File: src/rtl/seq_divider.sv
// Multi-cycle radix-2 non-restoring divider with a start/done handshake.
// Signed operands are divided as magnitudes; signs are restored in the FIX cycle.
module seq_divider #(
  parameter int word_size = 32
) (
  input  logic                 clk,
  input  logic                 clr,
  input  logic                 start,
  input  logic                 signed_op,
  input  logic [word_size-1:0] dividend,
  input  logic [word_size-1:0] divisor,
  output logic                 busy,
  output logic                 done,
  output logic                 div_by_zero,
  output logic [word_size-1:0] quotient,
  output logic [word_size-1:0] remainder
);

  localparam int cw = $clog2(word_size);
  localparam logic [word_size-1:0] one = {{(word_size-1){1'b0}}, 1'b1};

  typedef enum logic [1:0] {IDLE, RUN, FIX, DONE} state_t;

  state_t state, state_next;

  logic [word_size:0]   p;
  logic [word_size-1:0] a;
  logic [word_size-1:0] d;
  logic [cw-1:0]        count;
  logic                 neg_n;
  logic                 neg_d;
  logic                 zero_pend;

  logic                 accept;
  logic                 in_neg_n;
  logic                 in_neg_d;
  logic [word_size-1:0] abs_n;
  logic [word_size-1:0] abs_d;
  logic [word_size:0]   d_ext;
  logic [word_size:0]   p_shift;
  logic [word_size:0]   p_step;
  logic [word_size:0]   p_fix;
  logic [word_size-1:0] q_fix;
  logic [word_size-1:0] r_fix;

  assign accept   = (state == IDLE) && start;
  assign in_neg_n = signed_op && dividend[word_size-1];
  assign in_neg_d = signed_op && divisor[word_size-1];
  assign abs_n    = in_neg_n ? (~dividend + one) : dividend;
  assign abs_d    = in_neg_d ? (~divisor + one) : divisor;

  // One non-restoring step: add or subtract D depending on the sign of P before the shift.
  assign d_ext   = {1'b0, d};
  assign p_shift = {p[word_size-1:0], a[word_size-1]};
  assign p_step  = p[word_size] ? (p_shift + d_ext) : (p_shift - d_ext);

  assign p_fix = p[word_size] ? (p + d_ext) : p;
  assign q_fix = (neg_n ^ neg_d) ? (~a + one) : a;
  assign r_fix = neg_n ? (~p_fix[word_size-1:0] + one) : p_fix[word_size-1:0];

  always_ff @(posedge clk or posedge clr) begin
    if (clr) state <= IDLE;
    else     state <= state_next;
  end

  always_comb begin
    state_next = state;
    case (state)
      IDLE: if (start) state_next = (divisor == '0) ? DONE : RUN;
      RUN:  if (count == '0) state_next = FIX;
      FIX:  state_next = DONE;
      DONE: state_next = zero_pend ? DONE : IDLE;
      default: state_next = IDLE;
    endcase
  end

  // A divide-by-zero spends one busy cycle in DONE before the done pulse.
  always_comb begin
    busy = 1'b0;
    done = 1'b0;
    case (state)
      RUN, FIX: busy = 1'b1;
      DONE: begin
        busy = zero_pend;
        done = ~zero_pend;
      end
      default: ;
    endcase
  end

  always_ff @(posedge clk or posedge clr) begin
    if (clr) begin
      p           <= '0;
      a           <= '0;
      d           <= '0;
      count       <= '0;
      neg_n       <= 1'b0;
      neg_d       <= 1'b0;
      zero_pend   <= 1'b0;
      div_by_zero <= 1'b0;
      quotient    <= '0;
      remainder   <= '0;
    end else begin
      case (state)
        IDLE: begin
          if (accept) begin
            neg_n       <= in_neg_n;
            neg_d       <= in_neg_d;
            d           <= abs_d;
            p           <= '0;
            count       <= cw'(word_size - 1);
            div_by_zero <= 1'b0;
            if (divisor == '0) begin
              a         <= dividend;
              zero_pend <= 1'b1;
            end else begin
              a         <= abs_n;
            end
          end
        end
        RUN: begin
          p <= p_step;
          a <= {a[word_size-2:0], ~p_step[word_size]};
          if (count != '0) count <= count - cw'(1);
        end
        FIX: begin
          p         <= p_fix;
          quotient  <= q_fix;
          remainder <= r_fix;
        end
        DONE: begin
          if (zero_pend) begin
            zero_pend   <= 1'b0;
            quotient    <= '1;
            remainder   <= a;
            div_by_zero <= 1'b1;
          end
        end
        default: ;
      endcase
    end
  end

endmodule

File: config.mk
export PLATFORM = sky130hd
export DESIGN_NAME = seq_divider
export DESIGN_NICKNAME = d
export VERILOG_FILES = /design/src/rtl/seq_divider.sv
export SDC_FILE = /design/constraint.sdc
export NUM_CORES = 1
export LEC_CHECK = 0
export ABC_AREA = 0
export BUFFER_PORTS_ARGS = -buffer_cell sky130_fd_sc_hd__buf_2
export CORE_MARGIN = 1.5
export CORE_UTILIZATION = 55
export CTS_CLUSTER_DIAMETER = 120
export DETAILED_ROUTE_END_ITERATION = 10
export PLACE_DENSITY = 0.77
export SLEW_MARGIN = 15
export SYNTH_ARGS = -nofsm -noshare
export SYNTH_HDL_FRONTEND = slang
export SYNTH_SLANG_ARGS = --single-unit
File: constraint.sdc
create_clock -name clk -period 5.5 [get_ports clk]
set_clock_uncertainty 0.1 [all_clocks]
set_input_delay 1.1 -clock clk [delete_from_list [all_inputs] [get_ports clk]]
set_output_delay 1.1 -clock clk [all_outputs]
set_load 0.005 [all_outputs]
==> run_results.csv <==
group,metric,value,unit
outcome,status,"finished, final reports clean",
place,post-dp-hpwl,30600,um
final_layout,drive_above_1_share,0.129,
power_and_ir_drop,p_leak,0.00684,uW
drt,num_vias,13400,
synth,synth_top_family_by_area,"compound AO/OA/AOI/OAI gates",
sta,period_minus_slack,4920,ps
synth,mappedNetlistNets,1878,
final_layout,stdcell_area,15600,um2
drt,drt_iter0_markers,1088,
clock_network,clock-sinks,172,
power_and_ir_drop,irDropWorstVdd,308,uV
synth,synthMuxAreaShare,0.0188,
die,dieArea,26600,um2
synth,synth.distinct_cells,94,
drt,viasPerCell,6.21,
final_layout,final_nets,1960,
global_routing,track_usage,0.312,
critical_path,crit_chain,"or3_1, nor4_1, buf_4, nand2_1, nor3_1, nand2b_1, o41ai_1, xnor2_1, ha_1, a21o_1, a31oi_1, o21ai_0, o41ai_2, o21ai_1, a221o_1, a21oi_1, xnor2_1, a31o_2",
die,die_h,163,um
synth,netlist_instances,1733,
synth,synth_compound_area_frac,0.266,
place,dpl_cell_area,15000,um2
drt,wire_per_inst,18.9,um
synth,ys_async_sr_fraction,1.00,
final_layout,num_antenna_cells,0,
critical_path,cp.required,5730,ps
place,gp_congestion,0.936,
die,pin_count,135,
synth,syn_avg_cell_area,8.12,um2
global_routing,grt_pass1_vias,12600,
critical_path,path_max_fanout,8,
clock_network,cts_buffer_depth,2,
clock_network,clk_pin_slew,80,ps
sta,relSlewSlack,0.341,
critical_path,cpMostUsedCell,"xnor2_1",
synth,synth_edf_count,0,
synth,synth-seq-area-share,0.306,
sta,timing.setup.tns,0,ps
critical_path,critPathSlowestCell,"dfrtp_1",
critical_path,cp-start-kind,"register",
synth,synthFlopType,"dfrtp_1",
critical_path,max_stage_delay,460,ps
synth,synthSimpleGateAreaFrac,0.176,
clock_network,cts_resized,0,
die,core.rowCount,58,
global_routing,antenna_found_initial,1,
critical_path,critPathCaptureType,"register",
synth,synthAdderAreaFrac,0.0695,
clock_network,ctsHoldBuffers,0,
global_routing,grt_max_degree,173,
sta,worst_pin_slew,979,ps
die,chipWidth,163,um
job,drv_cap,0,
global_routing,grt_pass1_wl,65600,um
sta,rsz0062_at_grt,"no",
clock_network,clock_latency,440,ps
sta,final_max_slew_viol_count,0,
critical_path,criticalPathCategory,"reg -> reg",
drt,wirelength,40800,um
sta,max_freq,203,MHz
sta,hold-worst-slack,414,ps
place,port_buffers,134,
drt,detail_route.drc_violations,0,
clock_network,ctsHtreeMaxLevel,4,
drt,first_pass_iters,5,
die,core_area,25200,um2
clock_network,cts_tree,"built",
clock_network,cts_setup_buffers,0,
global_routing,overflow,0,
drt,drtAntennaViolNets,0,
critical_path,critPathArrivalTime,5150,ps
synth,yosysWarnings,0,
worst_hold_path,min_path_type,"reg -> reg",
clock_network,cts_buffers,17,
synth,netlist_area,14100,um2
final_layout,syn_to_final_growth,10.5,%
clock_network,cts-root-buf,"clkbuf_16",
die,initial_core_util,0.559,
power_and_ir_drop,cellPowerDensity,619,nW/um2
sta,finalSetupViolCount,0,
synth,synthXorXnorAreaFrac,0.124,
sta,post-route-period-util,0.894,
sta,hold_viol,0,
synth,ys_ff_latch,172,
## stage by stage
stage          std cells   util  power, uW  worst slack [ps]
2_1_floorplan       1733      -       6670              36.4
4_1_cts             2158  0.618       9550               664
3_5_place_dp        2126  0.595       8310               682
3_3_place_gp        2126  0.595       8150               748
6_report            2158  0.618       9630               582
5_1_grt             2158  0.618      10400               233
## state kept, by name, summed over array words and instances, names as in the netlist
register / count
neg_n: 1
remainder: 32
quotient: 32
zero_pend: 1
p: 33
a: 32
neg_d: 1
count: 5
state: 2
div_by_zero: 1
d: 32
## path summary, 6_finish.rpt
check / start / to / slack, ps / depth (start not counted)
worst max register to register: d[2] / a[0] / 580 / 18
worst min-delay path: remainder[27] / remainder[27] / 410 / 2
worst max-delay path: d[2] / a[0] / 580 / 18
min in group asynchronous: clr / quotient[3] / 810 / 3
worst min register to register: remainder[27] / remainder[27] / 410 / 2
max in group asynchronous: clr / p[32] / 3690 / 3
## cells in the final DEF (no fill, tap or decap), types with 5 or more instances in the layout
master	synthesis	final
a31oi_1	20	20
dfrtp_1	172	171
o22ai_1	28	28
and3_1	6	6
o41ai_1	10	10
or2_2	5	5
buf_4	2	20
clkbuf_16	0	17
a31o_2	5	5
a21o_1	36	36
nor2_1	151	150
xnor2_1	119	119
o21ai_0	189	188
o211ai_1	5	5
o21a_1	12	12
a21oi_1	155	155
nor2b_1	16	16
nand3b_1	5	5
inv_1	47	46
buf_2	11	134
nor3_1	33	33
o21ai_1	12	11
nor4_1	13	13
o221ai_1	8	8
mux2_2	9	9
or4_1	11	11
or3_1	16	16
nand2_1	180	178
xor2_1	81	81
ha_1	75	74
inv_8	0	5
nand2b_1	20	20
a22oi_1	24	24
a2bb2oi_1	10	10
o31ai_1	19	19
and2_1	6	6
mux2i_1	14	14
o21bai_1	6	6
nand4_1	11	11
nand3_1	25	25
## routing by layer
metal  track usage  part of all wire  routed length, um  up-vias
met1         0.432              0.45              18200     6341
li1              -                 -                  -     6427
met5             0                 0                  0        -
met4         0.103             0.022                903        0
met3        0.0354             0.077               3130       57
met2         0.506              0.46              18600      577
## critical path, delay by kind of cell, from the launching register on
family                   cells  cell delay (ps)
AO/OA/AOI/OAI                9             2350
buffers and inverters        1              190
flip-flops                   1              460
AND/OR/NAND/NOR              5             1080
adder cells (fa/ha/maj)      1              400
XOR/XNOR                     2              240
## cell families after synthesis
group                      Yosys count
muxes                               24
and+or+nand+nor                    522
adders and majority gates           77
AOI/OAI and AO/OA                  598
xor gates and xnor gates           200
DFF                                172
buffers and inverters              140
## area by class of cell
cell class                      instances  area, um2
Clock inverter                         14        148
Multi-Input combinational cell       1421       9240
Tap cell                              330        413
Sequential cell                       172       4310
Timing Repair Buffer                  155        841
Clock buffer                           18        429
Fill cell                            2214       9620
Inverter                               48        184
## Yosys cell counts, drive strengths merged (26+ instances only)
library cell,n,area [um2]
a21o,36,270
a21oi,155,776
clkbuf,71,267
dfrtp,172,4300
ha,75,938
inv,47,176
nand2,181,682
nand3,26,135
nor2,151,567
nor3,33,165
o21ai,202,1010
o22ai,28,175
xnor2,119,1040
xor2,81,709
## power by group
group	internal, uW	switching [uW]
Sequential	1810	649
Combinational	2370	3580
Clock	607	604
(Power assumes the default switching activity.)
